`config.mk`:
```
export PLATFORM = sky130hd
export DESIGN_NAME = serial_subtractor
export DESIGN_NICKNAME = d
export VERILOG_FILES = /design/src/rtl/serial_subtractor.sv
export SDC_FILE = /design/constraint.sdc
export NUM_CORES = 1
export LEC_CHECK = 0
export ABC_AREA = 1
export CAP_MARGIN = 10
export CORE_MARGIN = 3
export CORE_UTILIZATION = 60
export DETAILED_ROUTE_END_ITERATION = 10
export DONT_BUFFER_PORTS = 1
export GPL_TIMING_DRIVEN = 0
export PLACE_DENSITY = 0.76
export SLEW_MARGIN = 15
export SYNTH_ARGS = -nofsm -noshare
export SYNTH_HDL_FRONTEND = slang
export SYNTH_SLANG_ARGS = --single-unit
```
`constraint.sdc`:
```
create_clock -name clock -period 2.8 [get_ports clock]
set_input_delay 0.56 -clock clock [delete_from_list [all_inputs] [get_ports clock]]
set_output_delay 0.56 -clock clock [all_outputs]
set_load 0.03 [all_outputs]
```
`src/rtl/serial_subtractor.sv`:
```
// Bit-serial two's-complement subtractor: one full-subtractor cell and a
// registered borrow produce diff = a - b LSB first, one bit per clock.
module serial_subtractor #(
  parameter int WIDTH = 16
) (
  input  logic             clock,
  input  logic             reset,
  input  logic             start,
  input  logic [WIDTH-1:0] a,
  input  logic [WIDTH-1:0] b,
  output logic             busy,
  output logic             done,
  output logic [WIDTH-1:0] diff,
  output logic             borrow,
  output logic             overflow,
  output logic             zero,
  output logic [1:0]       state
);

  localparam int CW = $clog2(WIDTH) + 1;

  localparam logic [1:0] IDLE  = 2'd0;
  localparam logic [1:0] SHIFT = 2'd1;
  localparam logic [1:0] DONE  = 2'd2;

  logic [WIDTH-1:0] a_sh;
  logic [WIDTH-1:0] b_sh;
  logic [WIDTH-1:0] res;
  logic [WIDTH-1:0] res_next;
  logic [CW-1:0]    cnt;
  logic             bor;
  logic             a_msb;
  logic             b_msb;
  logic             x;
  logic             y;
  logic             d;
  logic             bout;
  logic             last;

  // Handshake: a start is accepted on any rising edge where start=1 and
  // busy=0 (IDLE or the DONE cycle); a and b are sampled only on that edge.
  assign busy = (state == SHIFT);
  assign done = (state == DONE);

  always_comb begin
    x        = a_sh[0];
    y        = b_sh[0];
    d        = x ^ y ^ bor;
    bout     = (~x & y) | (~(x ^ y) & bor);
    res_next = {d, res[WIDTH-1:1]};
    last     = (cnt == CW'(WIDTH - 1));
  end

  always_ff @(posedge clock or posedge reset) begin
    if (reset) begin
      state    <= IDLE;
      a_sh     <= '0;
      b_sh     <= '0;
      res      <= '0;
      cnt      <= '0;
      bor      <= 1'b0;
      a_msb    <= 1'b0;
      b_msb    <= 1'b0;
      diff     <= '0;
      borrow   <= 1'b0;
      overflow <= 1'b0;
      zero     <= 1'b0;
    end else begin
      case (state)
        IDLE, DONE: begin
          if (start) begin
            a_sh  <= a;
            b_sh  <= b;
            a_msb <= a[WIDTH-1];
            b_msb <= b[WIDTH-1];
            res   <= '0;
            bor   <= 1'b0;
            cnt   <= '0;
            state <= SHIFT;
          end else begin
            state <= IDLE;
          end
        end
        SHIFT: begin
          res  <= res_next;
          a_sh <= a_sh >> 1;
          b_sh <= b_sh >> 1;
          bor  <= bout;
          cnt  <= cnt + CW'(1);
          // Visible results change only here, so they hold through SHIFT.
          if (last) begin
            diff     <= res_next;
            borrow   <= bout;
            zero     <= (res_next == '0);
            overflow <= (a_msb != b_msb) && (d != a_msb);
            state    <= DONE;
          end
        end
        default: state <= IDLE;
      endcase
    end
  end

endmodule

```
; ---- After elaboration in Yosys (flattened, before gate mapping)
; Index checks and enable logic that the tools add are counted.
[classes]
add_sub_neg = 1
eq_ne = 7
n_mux = 13
bitwise_logic = 7
reduce_logical = 8
[ops]
columns = operator, count
row1 = 16-bit one-hot mux with 2 select lines, 3
row2 = 16-bit two-way mux, 3
row3 = 16-bit zero test, 1
row4 = 5-bit one-hot mux with 2 select lines, 1
row5 = 2-bit AND reduction, 3
row6 = "5-bit by 1-bit adder with 5-bit output, second input constant", 1
row7 = "5-bit by 4-bit == test with 1-bit output, second input constant", 1
row8 = 5-bit two-way mux, 1
row9 = 2-bit one-hot mux with 2 select lines, 1
row10 = 1-bit AND, 2
row11 = "2-bit by 1-bit == test with 1-bit output, second input constant", 1
row12 = "2-bit == test, second input constant", 1
row13 = 2-bit zero test, 1
row14 = 1-bit two-way mux, 2
row15 = 2-bit two-way mux, 1
row16 = 1-bit inequality test, 2
row17 = "2-bit by 1-bit inequality test with 1-bit output, second input constant", 1
row18 = "2-bit inequality test, second input constant", 1
row19 = 1-bit inverter, 2
row20 = 1-bit one-hot mux with 2 select lines, 1
row21 = 2-bit nonzero test, 1
row22 = 2-bit OR reduction, 1
row23 = 1-bit XOR, 2
row24 = 1-bit logical AND, 1
row25 = 1-bit OR, 1
[totals]
ff_bits = 77
input_bits = 35
output_inout_bits = 23
wordCells = 48

; ---- Logic depth before layout (Yosys ltp)
; Gate-level depths: netlist of the first run.
[depth]
word_depth = 5
depth_mapped = 10
mapped_depth_nobuf = 9

; ---- Worst setup path after synthesis of the first run
; Ideal clock, no wire load.
[synth_timing]
path_type = register to output
startpoint = reg state[1]
endpoint = out busy
arrival_ns = 1.108
required_time_ns = 2.240
setup_slack_ns = 1.132
stages_incl_launch_ff = 5
n_path_buf = 1
cell_sequence = dfrtp_1 -> inv_1 -> nand2_4 -> inv_1 -> buf_2
[synth_between]
elab_chain_len = 1
[synth_lines]
columns = item, line
row1 = "start, declared", 17  ; output logic [1:0] state
row2 = "start signal, assigned", 56  ; state <= IDLE;
row3 = "start signal, assigned", 79  ; state <= SHIFT;
row4 = "start signal, assigned", 81  ; state <= IDLE;
row5 = 2-bit by 1-bit == test with 1-bit output, 42  ; assign busy = (state == SHIFT);
row6 = "end, declared", 11  ; output logic busy,
; Every way passes these cells.

; ---- Worst setup path after layout of the first run
; Ends and elaborated chain as after synthesis.

==> reports/metrics.cfg, run 1 <==
[sta]
worst_hold_slack_ns = 0.0914
rsz0062_at_grt = false
worst_slew_pin_slew_ns = 0.547
setup_ws_ns = 0.645
timing_hold_violations_final = 0
max_slew_margin_pct = 63.4
fin_crit_sh_pct = 77.0
worst_clock_skew_ns = 0.00622
setup_viol = 0
max_freq_ghz = 0.464
fin_crit_ns = 2.16
slew_violations = 0

[pwr]
vdd_drop_max_mv = 0.592
p_leak_nw = 1.78
power_density_mw_per_mm2 = 1270

[worst_setup_path]
r2r_cells = 10
crit_chain = inv_1, nand2_4, inv_1, buf_2
cp_max_fo = 10
r2r-start = cnt[0]
reg2reg_to = diff[1]
cp_slowest_cell = dfrtp_1
cpLargestDelayFamily = buffers and inverters
crit_top_cell = inv_1
endpoint_kind = primary output
critPathArrivalTime_ns = 1.60
critical_path_required_ns = 2.24
cp-start-kind = flop
crit_type = flop to primary output
path_buf_inv = 3
critical-path-max-stage-delay_ns = 0.50
reg2reg_slack_ns = 1.11

[synth]
yosys_register_bits = 76
synth_top_area_cell = dfrtp_1
yosys-top-cells-area = dfrtp_1 (58%), nand2_1 (14%), o21ai_2 (4.8%)
netlist_area_mm2 = 0.00325
yosysWarnings = 0
post-synth-top-area-fraction_pct = 58.4
synth_nets = 384
yosysUniqueCellTypes = 21
syn_area_per_cell_um2 = 9.41
seq_area_frac_synth_pct = 58.4
syn_inst = 346

[placed_design]
dp_hpwl_um = 4260
gp_congestion = 0.740
pre_cts_slack_ns = 1.01
port_buffers = 0
dpl.cell_count = 417

[finish]
mostFrequentLayoutCell = nand2_1
diodes = 0
fin_cells = 433
syn_to_final_growth_pct = 11.1
nets = 396
fin_util_pct = 69.9
drive_gt1_share_pct = 15.7
final_cell_mix = nand2_1 (119), dfrtp_1 (76), inv_1 (31)

[global_route]
grt.overflow.total = 0
grt_max_degree = 43
grt_pass1_vias = 2273
antenna_found_initial = 0
grt_pass1_wl_um = 10600
grt.total_usage_pct = 22.1

[min_path]
hold_path.class = input port to asynchronous set/reset pin

[floorplan]
die_x_um = 79.6
coreArea_mm2 = 0.00517
io-pin-count = 58
initial_core_util_pct = 62.9
fp.dieH_um = 79.6
fp-row-count = 26
die-area_mm2 = 0.00634

[routing]
routedWlPerCell_um = 14.0
drc = 0
dr.pass1.iters = 4
wl_um = 6080
viasPerCell = 5.33
via_count = 2306
dr.first_iter.drc_count = 182
ant_nets = 0

[run_status]
outcome = complete, no violations

[clock_tree]
clk_path_buf_depth = 2
numCtsBuffers = 9
insertion_delay_ns = 0.34
clkSinkCount = 76
htree_levels = 3
cts_hold_buf = 0
cts_setup_buffers = 0
cts_resized = 0
clkSlewWorstSetupHoldPaths_ns = 0.08
cts_root_buf = clkbuf_8
cts_tree = yes

[run]
cap_violations = 0

==> logic make-up after synthesis <==
| family | Yosys count | share of synthesized area, % |
|---|---|---|
| flops | 76 | 58.4 |
| buf+inv | 50 | 7.73 |
| fa+ha+maj | 3 | 1.38 |
| simple gates | 168 | 21.7 |
| compound gates | 49 | 10.7 |
==> area by class of cell <==
class / count / area [um^2]
sequential: 76 / 1900
fill: 381 / 1560
multi-input combinational: 220 / 1100
clock buffer: 12 / 155
inverter: 34 / 135
buffer: 16 / 119
clock inverter: 4 / 95.1
tap: 70 / 87.6
timing repair buffer: 1 / 20.0
==> worst register-to-register path: cells and delay by family (launching register included) <==
family          cells  cell delay (ns)
simple gates        4             0.44
fa+ha+maj           2             0.37
buf+inv             3             0.32
compound gates      1             0.05
flops               1             0.40
==> layer usage <==
metal  global-route usage, %  vias up  share of wire, %
met5                       0        -                 0
met4                    8.76        0               1.7
met3                    6.66       11               5.9
met2                    34.5       65                47
met1                    28.9     1097                45
li1                        -     1133                 -
==> per-stage QoR <==
stage	instance area, um^2	TNS [ns]	power [W]
after global routing	3610	0	0.00493
after floorplan	3250	0	0.00323
after detailed placement	3360	0	0.00358
after global placement	3340	-33.93	0.00351
final	3610	0	0.00458
after CTS	3610	0	0.00462
==> how the worst max path moves through the flow <==
stage	startpoint	to	slack, ns	cells past startpoint
after floorplan	reset	a_msb	0.30	1
after global routing	state[1]	busy	0.51	4
after global placement	reset	diff[14]	-0.45	1
after detailed placement	state[1]	busy	1.01	4
final	state[1]	busy	0.64	4
after CTS	state[1]	busy	0.62	4
==> registers in the layout (all words and copies together), names as in the netlist <==
signal	cells
b_msb	1
cnt	5
zero	1
b_sh	16
a_msb	1
overflow	1
borrow	1
diff	16
state	2
res	15
a_sh	16
bor	1
==> Yosys cell counts <==
cell      count
a21oi_1       3
buf_1         1
buf_2         8
buf_4         1
buf_6         6
dfrtp_1      76
fa_1          1
ha_1          2
inv_1        32
inv_4         2
nand2_1     119
nand2_4       3
nand3_1      29
nor2_1       15
nor2_8        1
nor3_1        1
o211ai_1      2
o211ai_2      1
o21ai_0       6
o21ai_2      18
o22ai_1      19
==> power breakdown <==
| part | internal, W | switching [W] |
|---|---|---|
| registers | 0.00157 | 0.000503 |
| clock network | 0.000640 | 0.000389 |
| logic | 0.000569 | 0.000907 |
| total | 0.00278 | 0.00180 |
(Power assumes the default switching activity.)
==> run 2: changes to the inputs <==
--- a/config.mk
+++ b/config.mk
@@ -8,11 +8,11 @@
 export ABC_AREA = 1
 export CAP_MARGIN = 10
 export CORE_MARGIN = 3
-export CORE_UTILIZATION = 60
+export CORE_UTILIZATION = 56
 export DETAILED_ROUTE_END_ITERATION = 10
 export DONT_BUFFER_PORTS = 1
 export GPL_TIMING_DRIVEN = 0
-export PLACE_DENSITY = 0.76
+export PLACE_DENSITY = 0.74
 export SLEW_MARGIN = 15
 export SYNTH_ARGS = -nofsm -noshare
 export SYNTH_HDL_FRONTEND = slang
==> constraint.sdc (replaced) <==
create_clock -name clock -period 1.8 [get_ports clock]
set_input_delay 0.36 -clock clock [delete_from_list [all_inputs] [get_ports clock]]
set_output_delay 0.36 -clock clock [all_outputs]
set_load 0.03 [all_outputs]
==> run 2 against run 1 <==
  * Worst hold slack better by 0.062 ns
  * Largest power group unchanged
  * Routed wire length increased by 1.3%
  * Clock skew rose by 0.0074 ns
  * Clock power rose by 40%
  * Clock-buffer cell count is 2 lower
  * Global-route usage down 1.6 points
==> reports/metrics.cfg, run 2 (synthesized netlist as in run 1, its figures left out) <==
[global_route]
use_met2_pct = 32.2  ; -2.3 points
grt_pass1_wl_um = 10400  ; -2.2%
grt.total_usage_pct = 20.5  ; -1.6 points
met1_usage_pct = 26.6  ; -2.2 points
grt.overflow.total = 0  ; unchanged
grt_max_degree = 35  ; -19%
antenna_found_initial = 0  ; unchanged
grt_use_met3_pct = 5.21  ; -1.5 points
busiest_layer = met2
grt_pass1_vias = 2236  ; -1.6%

[sta]
slew_violations = 0  ; unchanged
rsz0062_at_grt = false
timing_hold_violations_final = 0  ; unchanged
max_slew_margin_pct = 63.7  ; +0.31 points
setup_viol = 0  ; unchanged
fin_crit_sh_pct = 95.2
fin_crit_ns = 1.71
max_freq_ghz = 0.583
fin_tns_setup_ns = 0  ; unchanged
worst_clock_skew_ns = 0.0137  ; +0.00744 ns
worst_slew_pin_slew_ns = 0.542  ; -0.00462 ns

[placed_design]
port_buffers = 0  ; unchanged
gp_congestion = 0.764  ; +3.2%
dpl.cell_count = 420  ; +0.72%
dp_hpwl_um = 4360  ; +2.4%

[floorplan]
fp-row-count = 27  ; +3.8%
die_x_um = 82.2  ; +3.2%
io-pin-count = 58  ; unchanged
coreArea_mm2 = 0.00557  ; +7.8%
fp.dieH_um = 82.2  ; +3.2%
initial_core_util_pct = 58.4  ; -4.5 points
die-area_mm2 = 0.00676  ; +6.6%

[pwr]
power_w = 0.00700  ; +53%
p_comb_share_pct = 33.3  ; +1.1 points
seqPwrFrac_pct = 46.0  ; +0.7 points
power_density_mw_per_mm2 = 1920  ; +52%
p_sw_share_pct = 40.3  ; +1.1 points
p_int_w = 0.00418  ; +50%
vdd_drop_max_mv = 0.833  ; +41%
p_clk_share_pct = 20.6  ; -1.9 points
power_switching_w = 0.00282  ; +57%
p_leak_nw = 1.77  ; -0.71%

[clock_tree]
htree_levels = 3  ; unchanged
clkSinkCount = 76  ; unchanged
cts_setup_buffers = 0  ; unchanged
clk_path_buf_depth = 2  ; unchanged
insertion_delay_ns = 0.34  ; about the same
numCtsBuffers = 9  ; unchanged
clkSlewWorstSetupHoldPaths_ns = 0.08  ; about the same
cts_tree = yes
cts_root_buf = clkbuf_8

[worst_setup_path]
crit_type = flop to primary output
endpoint_kind = primary output
critPathArrivalTime_ns = 1.35  ; -0.25 ns
critical_path_required_ns = 1.44  ; -0.80 ns
cp-start-kind = flop
cp_max_fo = 10  ; unchanged

[finish]
syn_to_final_growth_pct = 12.0
diodes = 0  ; unchanged
drive_gt1_share_pct = 17.8  ; +2.1 points
largestRegisters = a_sh x16, b_sh x16, diff x16
final_cell_mix = nand2_1 (119), dfrtp_1 (74), inv_1 (30)
nets = 398  ; +0.51%
mostFrequentLayoutCell = nand2_1
fin_cells = 437  ; +0.92%

[run]
cap_violations = 0  ; unchanged

[routing]
wl_um = 6160  ; +1.3%
dr.first_iter.drc_count = 162  ; -11%
routedWlPerCell_um = 14.1  ; +0.34%
drc = 0  ; unchanged
via_count = 2346  ; +1.7%
viasPerCell = 5.37  ; +0.80%
ant_nets = 0  ; unchanged
dr.pass1.iters = 4  ; unchanged

[min_path]
hold_path.class = input port to flop

[run_status]
outcome = complete, no violations

run 2: final timing paths:
| path | from | to | slack [ns] | depth (start not counted) |
|---|---|---|---|---|
| max in group asynchronous | reset | res[12] | 0.62 | 4 |
| min in group asynchronous | reset | a_sh[10] | 0.49 | 2 |
| setup reg to reg | cnt[0] | diff[0] | 0.19 | 10 |
| hold reg to reg | b_sh[5] | b_sh[5] | 0.49 | 2 |
| hold / removal | a[10] | a_sh[10] | 0.15 | 2 |
| setup / recovery | state[1] | busy | 0.09 | 4 |
run 2: cell type report:
type / count / area [um^2]
Fill cell: 468 / 1930
Multi-Input combinational cell: 220 / 1110
Inverter: 34 / 139
Clock buffer: 10 / 138
Sequential cell: 76 / 1900
Buffer: 16 / 129
Clock inverter: 6 / 87.6
Tap cell: 72 / 90.1
Timing Repair Buffer: 3 / 50.0
run 2: layer usage:
metal	share of wire (%)	routed length, um	vias to the layer above
li1	-	-	1136
met1	43	2670	1133
met2	49	3000	69
met3	6.5	398	8
met4	1.5	94	0
met5	0	0	-
run 2: repair_timing:
action / 4_1_cts / 5_1_grt
endpoints found under the hold margin: 16 / 0
hold buffers: 1 / 0
pin swaps: 0 / 1
endpoints found under the setup margin: 2 / 4
resized for setup: 5 / 5
run 2: stage by stage:
stage | worst slack, ns | hold slack (ns) | cell area, um^2 | utilization [%]
final | 0.0859 | 0.153 | 3650 | 65.4
after floorplan | 0.297 | 0.452 | 3260 | -
after global placement | 0.189 | 0.465 | 3350 | 60.1
after global routing | 0.0135 | 0.133 | 3650 | 65.4
after detailed placement | 0.153 | 0.244 | 3390 | 60.8
after CTS | 0.0422 | 0.143 | 3630 | 65.2
run 2: power groups by stage:
stage / registers, W / logic (W) / clock network, W
2_1_floorplan: 0.00315 / 0.00188 / 0
3_3_place_gp: 0.00323 / 0.00223 / 0
3_5_place_dp: 0.00326 / 0.00232 / 0
4_1_cts: 0.00323 / 0.00235 / 0.00147
5_1_grt: 0.00333 / 0.00267 / 0.00155
6_report: 0.00322 / 0.00233 / 0.00144
run 2: critical path, stage by stage, from the launching register on:
cell and delay [ns]:
dfrtp_2 0.48, inv_1 0.13, nand2_4 0.13, inv_4 0.11
buf_8 0.16
